### src/rtl/adder_pipe_pkg.sv
// Shared types and helpers for the chunked pipelined adder.
package adder_pipe_pkg;

  localparam int STATS_W = 32;

  // Per-stage control that travels with each transaction.
  typedef struct packed {
    logic valid;
    logic carry;
    logic a_msb;
    logic b_msb;
  } stage_ctl_t;

  function automatic int num_stages(input int data_width, input int chunk_w);
    return (chunk_w > 0) ? data_width / chunk_w : 0;
  endfunction

endpackage

### src/rtl/adder_pipe_stage.sv
// One CHUNK_W-bit slice of the ripple-chunk adder with registered carry/valid.
module adder_pipe_stage
  import adder_pipe_pkg::*;
#(
  parameter int CHUNK_W = 8
) (
  input  logic               clk,
  input  logic               rst_n,
  input  stage_ctl_t         ctl_in,
  input  logic [CHUNK_W-1:0] a_chunk,
  input  logic [CHUNK_W-1:0] b_chunk,
  output stage_ctl_t         ctl_out,
  output logic [CHUNK_W-1:0] s_chunk
);

  logic [CHUNK_W:0] add;

  assign add = {1'b0, a_chunk} + {1'b0, b_chunk} + {{CHUNK_W{1'b0}}, ctl_in.carry};

  // Data only moves with a valid transaction, so idle-cycle garbage never lands here.
  always_ff @(posedge clk or negedge rst_n) begin
    if (!rst_n) begin
      ctl_out <= '0;
      s_chunk <= '0;
    end else begin
      ctl_out.valid <= ctl_in.valid;
      if (ctl_in.valid) begin
        ctl_out.carry <= add[CHUNK_W];
        ctl_out.a_msb <= ctl_in.a_msb;
        ctl_out.b_msb <= ctl_in.b_msb;
        s_chunk       <= add[CHUNK_W-1:0];
      end
    end
  end

endmodule

### src/rtl/adder_pipe.sv
// Pipelined ripple-chunk adder: chunk k is summed in stage k, latency NUM_STAGES.
// Optional ADDER_PIPE_STATS_EN adds saturating transaction/overflow counters.
module adder_pipe
  import adder_pipe_pkg::*;
#(
  parameter int DATA_WIDTH = 32,
  parameter int CHUNK_W    = 8
) (
  input  logic                  clk,
  input  logic                  rst_n,
  input  logic                  valid_in,
  input  logic [DATA_WIDTH-1:0] a,
  input  logic [DATA_WIDTH-1:0] b,
  input  logic                  cin,
  output logic                  valid_out,
  output logic [DATA_WIDTH-1:0] sum,
  output logic                  cout,
  output logic                  ovf,
  input  logic                  stats_clr,
  output logic [STATS_W-1:0]    txn_cnt,
  output logic [STATS_W-1:0]    ovf_cnt
);

  localparam int NUM_STAGES = num_stages(DATA_WIDTH, CHUNK_W);

  if (CHUNK_W < 1 || DATA_WIDTH % CHUNK_W != 0) begin : g_bad_cfg
    $error("adder_pipe: DATA_WIDTH (%0d) must be a multiple of CHUNK_W (%0d)", DATA_WIDTH, CHUNK_W);
  end

  stage_ctl_t [NUM_STAGES-1:0]              ctl_in;
  stage_ctl_t [NUM_STAGES-1:0]              ctl;
  logic       [NUM_STAGES-1:0][CHUNK_W-1:0] s;

  // Each stage k keeps only the operand chunks not yet consumed (a_rem/b_rem)
  // and the sum chunks already produced (acc), so widths shrink/grow per stage.
  for (genvar k = 0; k < NUM_STAGES; k++) begin : g_stage
    logic [DATA_WIDTH-k*CHUNK_W-1:0] a_rem;
    logic [DATA_WIDTH-k*CHUNK_W-1:0] b_rem;
    logic [(k+1)*CHUNK_W-1:0]        acc;

    if (k == 0) begin : g_head
      assign a_rem     = a;
      assign b_rem     = b;
      assign ctl_in[0] = '{valid: valid_in, carry: cin,
                           a_msb: a[DATA_WIDTH-1], b_msb: b[DATA_WIDTH-1]};
      assign acc       = s[0];
    end else begin : g_tail
      logic [k*CHUNK_W-1:0] lo_q;

      assign ctl_in[k] = ctl[k-1];
      assign acc       = {s[k], lo_q};

      // Operand skew loads with stage k-1; de-skew loads with stage k so the
      // whole sum changes on a single edge.
      always_ff @(posedge clk or negedge rst_n) begin
        if (!rst_n) begin
          a_rem <= '0;
          b_rem <= '0;
          lo_q  <= '0;
        end else begin
          if (ctl_in[k-1].valid) begin
            a_rem <= g_stage[k-1].a_rem[DATA_WIDTH-(k-1)*CHUNK_W-1:CHUNK_W];
            b_rem <= g_stage[k-1].b_rem[DATA_WIDTH-(k-1)*CHUNK_W-1:CHUNK_W];
          end
          if (ctl_in[k].valid) lo_q <= g_stage[k-1].acc;
        end
      end
    end

    adder_pipe_stage #(.CHUNK_W(CHUNK_W)) u_stage (
      .clk     (clk),
      .rst_n   (rst_n),
      .ctl_in  (ctl_in[k]),
      .a_chunk (a_rem[CHUNK_W-1:0]),
      .b_chunk (b_rem[CHUNK_W-1:0]),
      .ctl_out (ctl[k]),
      .s_chunk (s[k])
    );
  end

  assign valid_out = ctl[NUM_STAGES-1].valid;
  assign cout      = ctl[NUM_STAGES-1].carry;
  assign sum       = g_stage[NUM_STAGES-1].acc;
  assign ovf       = (ctl[NUM_STAGES-1].a_msb == ctl[NUM_STAGES-1].b_msb) &&
                     (sum[DATA_WIDTH-1] != ctl[NUM_STAGES-1].a_msb);

`ifdef ADDER_PIPE_STATS_EN
  logic [STATS_W-1:0] txn_q, ovf_q;

  // Clear has priority over a same-cycle increment; both counters saturate.
  always_ff @(posedge clk or negedge rst_n) begin
    if (!rst_n) begin
      txn_q <= '0;
      ovf_q <= '0;
    end else if (stats_clr) begin
      txn_q <= '0;
      ovf_q <= '0;
    end else if (valid_out) begin
      if (txn_q != '1)        txn_q <= txn_q + STATS_W'(1);
      if (ovf && ovf_q != '1) ovf_q <= ovf_q + STATS_W'(1);
    end
  end

  assign txn_cnt = txn_q;
  assign ovf_cnt = ovf_q;
`else
  logic stats_clr_unused;
  assign stats_clr_unused = stats_clr;
  assign txn_cnt = '0;
  assign ovf_cnt = '0;
`endif

endmodule

### config.mk
export PLATFORM = sky130hd
export DESIGN_NAME = adder_pipe
export DESIGN_NICKNAME = d
export VERILOG_FILES = /design/src/rtl/adder_pipe_pkg.sv /design/src/rtl/adder_pipe_stage.sv /design/src/rtl/adder_pipe.sv
export SDC_FILE = /design/constraint.sdc
export NUM_CORES = 1
export LEC_CHECK = 0
export BUFFER_PORTS_ARGS = -buffer_cell sky130_fd_sc_hd__buf_2
export CAP_MARGIN = 20
export CORE_UTILIZATION = 52
export CTS_CLUSTER_SIZE = 16
export DETAILED_ROUTE_END_ITERATION = 7
export PLACE_DENSITY = 0.85
export SLEW_MARGIN = 20
export SYNTH_ARGS = -nofsm -noshare
export SYNTH_HDL_FRONTEND = slang
export SYNTH_SLANG_ARGS = --single-unit
export TNS_END_PERCENT = 30
### constraint.sdc
create_clock -name clk -period 3.6 [get_ports clk]
set_clock_uncertainty 0.2 [all_clocks]
set_input_delay 0.54 -clock clk [delete_from_list [all_inputs] [get_ports clk]]
set_output_delay 0.54 -clock clk [all_outputs]
set_load 0.02 [all_outputs]
==> results.cfg <==
[setup_path]
regToRegEndpoint = g_stage[3].u_stage.s_chunk[6]
crit_chain = fa_1 > fa_1 > a211oi_2 > o21bai_1 > and4b_1 > or3_1
slowest_stage = fa_1
cp_data_required_time_ns = 3.71
end_kind = flop
cp-start-kind = flop
crit_path_max_fanout = 3
worst-path-buf-inv = 0
regToRegStartpoint = g_stage[2].u_stage.ctl_out[2]
cp.depth = 6
critPathKind = flop to flop
rrSetupSlack_ns = 0.93
path_delay_family = adder cells
cp_common_cell = fa_1
arrival_ns = 2.78
ff2ff_path_depth = 6
slowest_delay_ns = 0.49

[global_routing]
grt_pass1_wl_um = 26000
grt_overflow = 0
grt_max_degree = 76
grt_antenna_before_repair = 3
grt_use_total_pct = 18.9
grt_pass1_vias = 5416

[placed_design]
place_ws_ns = 0.941
gp_congestion = 0.764
io_buffers = 102
placed_cells = 984
dp_hpwl_um = 10400

[power_and_ir_drop]
leakagePower_nw = 4.51
power_density_mw_per_mm2 = 645
ir_drop_mv = 0.330

[floorplan]
dieArea_mm2 = 0.0174
num_rows = 47
pin_count = 168
die_h_um = 132
die_w_um = 132
core-area_mm2 = 0.0165
initial_core_util_pct = 53.2

[run]
max_cap_violations = 0

[worst_hold_path]
hold_depth = 3
worst_hold_path_type = input port to flop
min_to = g_stage[1].b_rem[1]
hold_start = b[9]

[logic_synthesis]
synthCells = 686
yosysWarnings = 0
seq_area_frac_synth_pct = 52.9
postSynthAreaPerCell_um2 = 12.8
ys_ff_latch = 186
netlist_area_mm2 = 0.00879
synth_cell_type_count = 37

[clock_network]
cts_tree = yes
cts_htree_levels = 4
cts_setup_buffers = 0
path_clk_slew_ns = 0.07
cts_hold_buf = 1
cts_buffers = 17
cts.sinks = 186
clk_path_buf_depth = 2
cts_root_buffer = clkbuf_16
clk-insertion-delay-late_ns = 0.43
cts_resized = 0

[route]
remaining_drc_errors = 4
detail_route.wl_per_cell_um = 14.9
drt_first_iter_violations = 295
firstDrtPassIters = 6
vias = 5249
totalWireLength_um = 15200
ant_nets = 0
via_per_inst = 5.15

[timing]
setup_violations = 0
final_max_slew_viol_count = 0
rsz0062_at_grt = no
tns_ns = 0
hold_violations = 0
worst_pin_slew_ns = 1.01
period_share_pct = 74.1
fmax_ghz = 0.375
period_needed_ns = 2.67
relSlewSlack_pct = 32.5
setup_slack_ns = 0.931

[status]
outcome = finished with violations
violations = design-rule violations

[finish]
fin_cells = 1020
synthToLayoutAreaGrowth_pct = 12.7
drive_gt1_share_pct = 37.9
final_cell_mix = dfrtp_1, mux2_2, buf_2, conb_1, o21ai_0
layout_commonest_cell = dfrtp_1
nNetsFinal = 889
n_fill_cell = 1311
seqCellArea_mm2 = 0.00466
multiInputGateArea_mm2 = 0.00370
## report_power, final
part | leakage, nW | total (mW) | switching [mW] | internal, mW
sequential | 2.18 | 2.86 | 0.283 | 2.57
clock | 0.285 | 1.91 | 0.799 | 1.11
combinational | 2.05 | 1.63 | 0.874 | 0.754
## flip-flops by register name, summed over array words and instances (netlist names)
signal	count
g_stage.a_rem	48
g_stage.g_tail.lo_q	48
g_stage.u_stage.s_chunk	32
g_stage.u_stage.ctl_out	10
g_stage.b_rem	48
## cell usage after synthesis
master / n / area (µm²)
a211oi_1: 12 / 90.1
or2_2: 1 / 6.26
o22ai_1: 7 / 43.8
o21bai_1: 4 / 30.0
buf_2: 20 / 100
o21ai_0: 39 / 195
ha_1: 28 / 350
a21o_2: 1 / 8.76
a21o_1: 6 / 45.0
buf_4: 64 / 480
dfrtp_1: 186 / 4650
nor3b_1: 4 / 30.0
nand4b_1: 4 / 35.0
o21a_1: 1 / 7.51
or3_1: 3 / 18.8
conb_1: 1 / 3.75
xor2_1: 4 / 35.0
o31a_1: 1 / 8.76
o2111ai_1: 1 / 8.76
and4b_1: 2 / 20.0
nand2b_1: 1 / 6.26
fa_1: 8 / 160
nor2b_1: 9 / 56.3
o32ai_1: 4 / 35.0
nand3_1: 4 / 20.0
inv_1: 16 / 60.1
nor3_1: 2 / 10.0
mux2_2: 154 / 1730
nor2_1: 18 / 67.6
o211ai_1: 5 / 37.5
clkbuf_1: 10 / 37.5
mux2i_1: 9 / 90.1
a21oi_1: 27 / 135
a211oi_2: 2 / 25.0
nand2_1: 18 / 67.6
nand3b_1: 6 / 45.0
xnor2_1: 4 / 35.0
## per-layer routing
| layer | routed length, µm | up-vias | global-route usage (%) |
|---|---|---|---|
| li1 | - | 2506 | - |
| met1 | 6670 | 2610 | 23.6 |
| met5 | 0 | - | 0 |
| met3 | 713 | 17 | 5.73 |
| met2 | 7580 | 116 | 31.4 |
| met4 | 211 | 0 | 6.14 |
## how the worst max path moves through the flow
| stage | from | end | slack (ns) |
|---|---|---|---|
| floorplan | g_stage[2].u_stage.ctl_out[2] | g_stage[3].u_stage.s_chunk[6] | 1.14 |
| global placement | a[0] | g_stage[0].u_stage.ctl_out[2] | 0.98 |
| detailed placement | a[0] | g_stage[0].u_stage.ctl_out[2] | 0.94 |
| CTS | g_stage[2].u_stage.ctl_out[2] | g_stage[3].u_stage.s_chunk[6] | 0.92 |
| global route | g_stage[2].u_stage.ctl_out[2] | g_stage[3].u_stage.s_chunk[6] | 0.82 |
| finish | g_stage[2].u_stage.ctl_out[2] | g_stage[3].u_stage.s_chunk[6] | 0.93 |
## tightest hold or removal path: stages
cell	delay, ns
buf_2	0.07
nand2_1	0.04
o21ai_0	0.06
## through the flow
step | cell area [µm²] | hold WS [ns] | utilization, % | power [mW]
CTS | 9900 | 0.112 | 59.9 | 6.46
detailed placement | 9290 | 0.288 | 56.2 | 4.52
floorplan | 9030 | 0.0444 | - | 4.06
global placement | 9290 | 0.273 | 56.2 | 4.43
finish | 9910 | 0.116 | 60.0 | 6.40
global route | 9900 | 0.120 | 59.9 | 6.76
## logic make-up (layout without fill, tap and decap cells)
logic type               after synthesis  count (layout)  synth area share (%)
flip-flops                           186             186                  52.9
AND/OR/NAND/NOR                       72              72                  4.35
adder cells (fa/ha/maj)               36              36                  5.80
AO/OA/AOI/OAI                        110             110                  7.63
multiplexers                         163             163                  20.7
XOR/XNOR                               8               8                 0.797
buffers and inverters                110             158                  7.71
other                                  1              67                0.0426
## area by class of cell
class	instances	share of cell area, %
Multi-Input combinational cell	453	37.3
Timing Repair Buffer	110	6.10
Antenna cell	3	0.0757
Inverter	16	0.606
Tap cell	220	2.78
Sequential cell	186	47.0
Clock buffer	18	4.43
Clock inverter	14	1.70
Note: power is estimated with default switching activity, not from simulation.
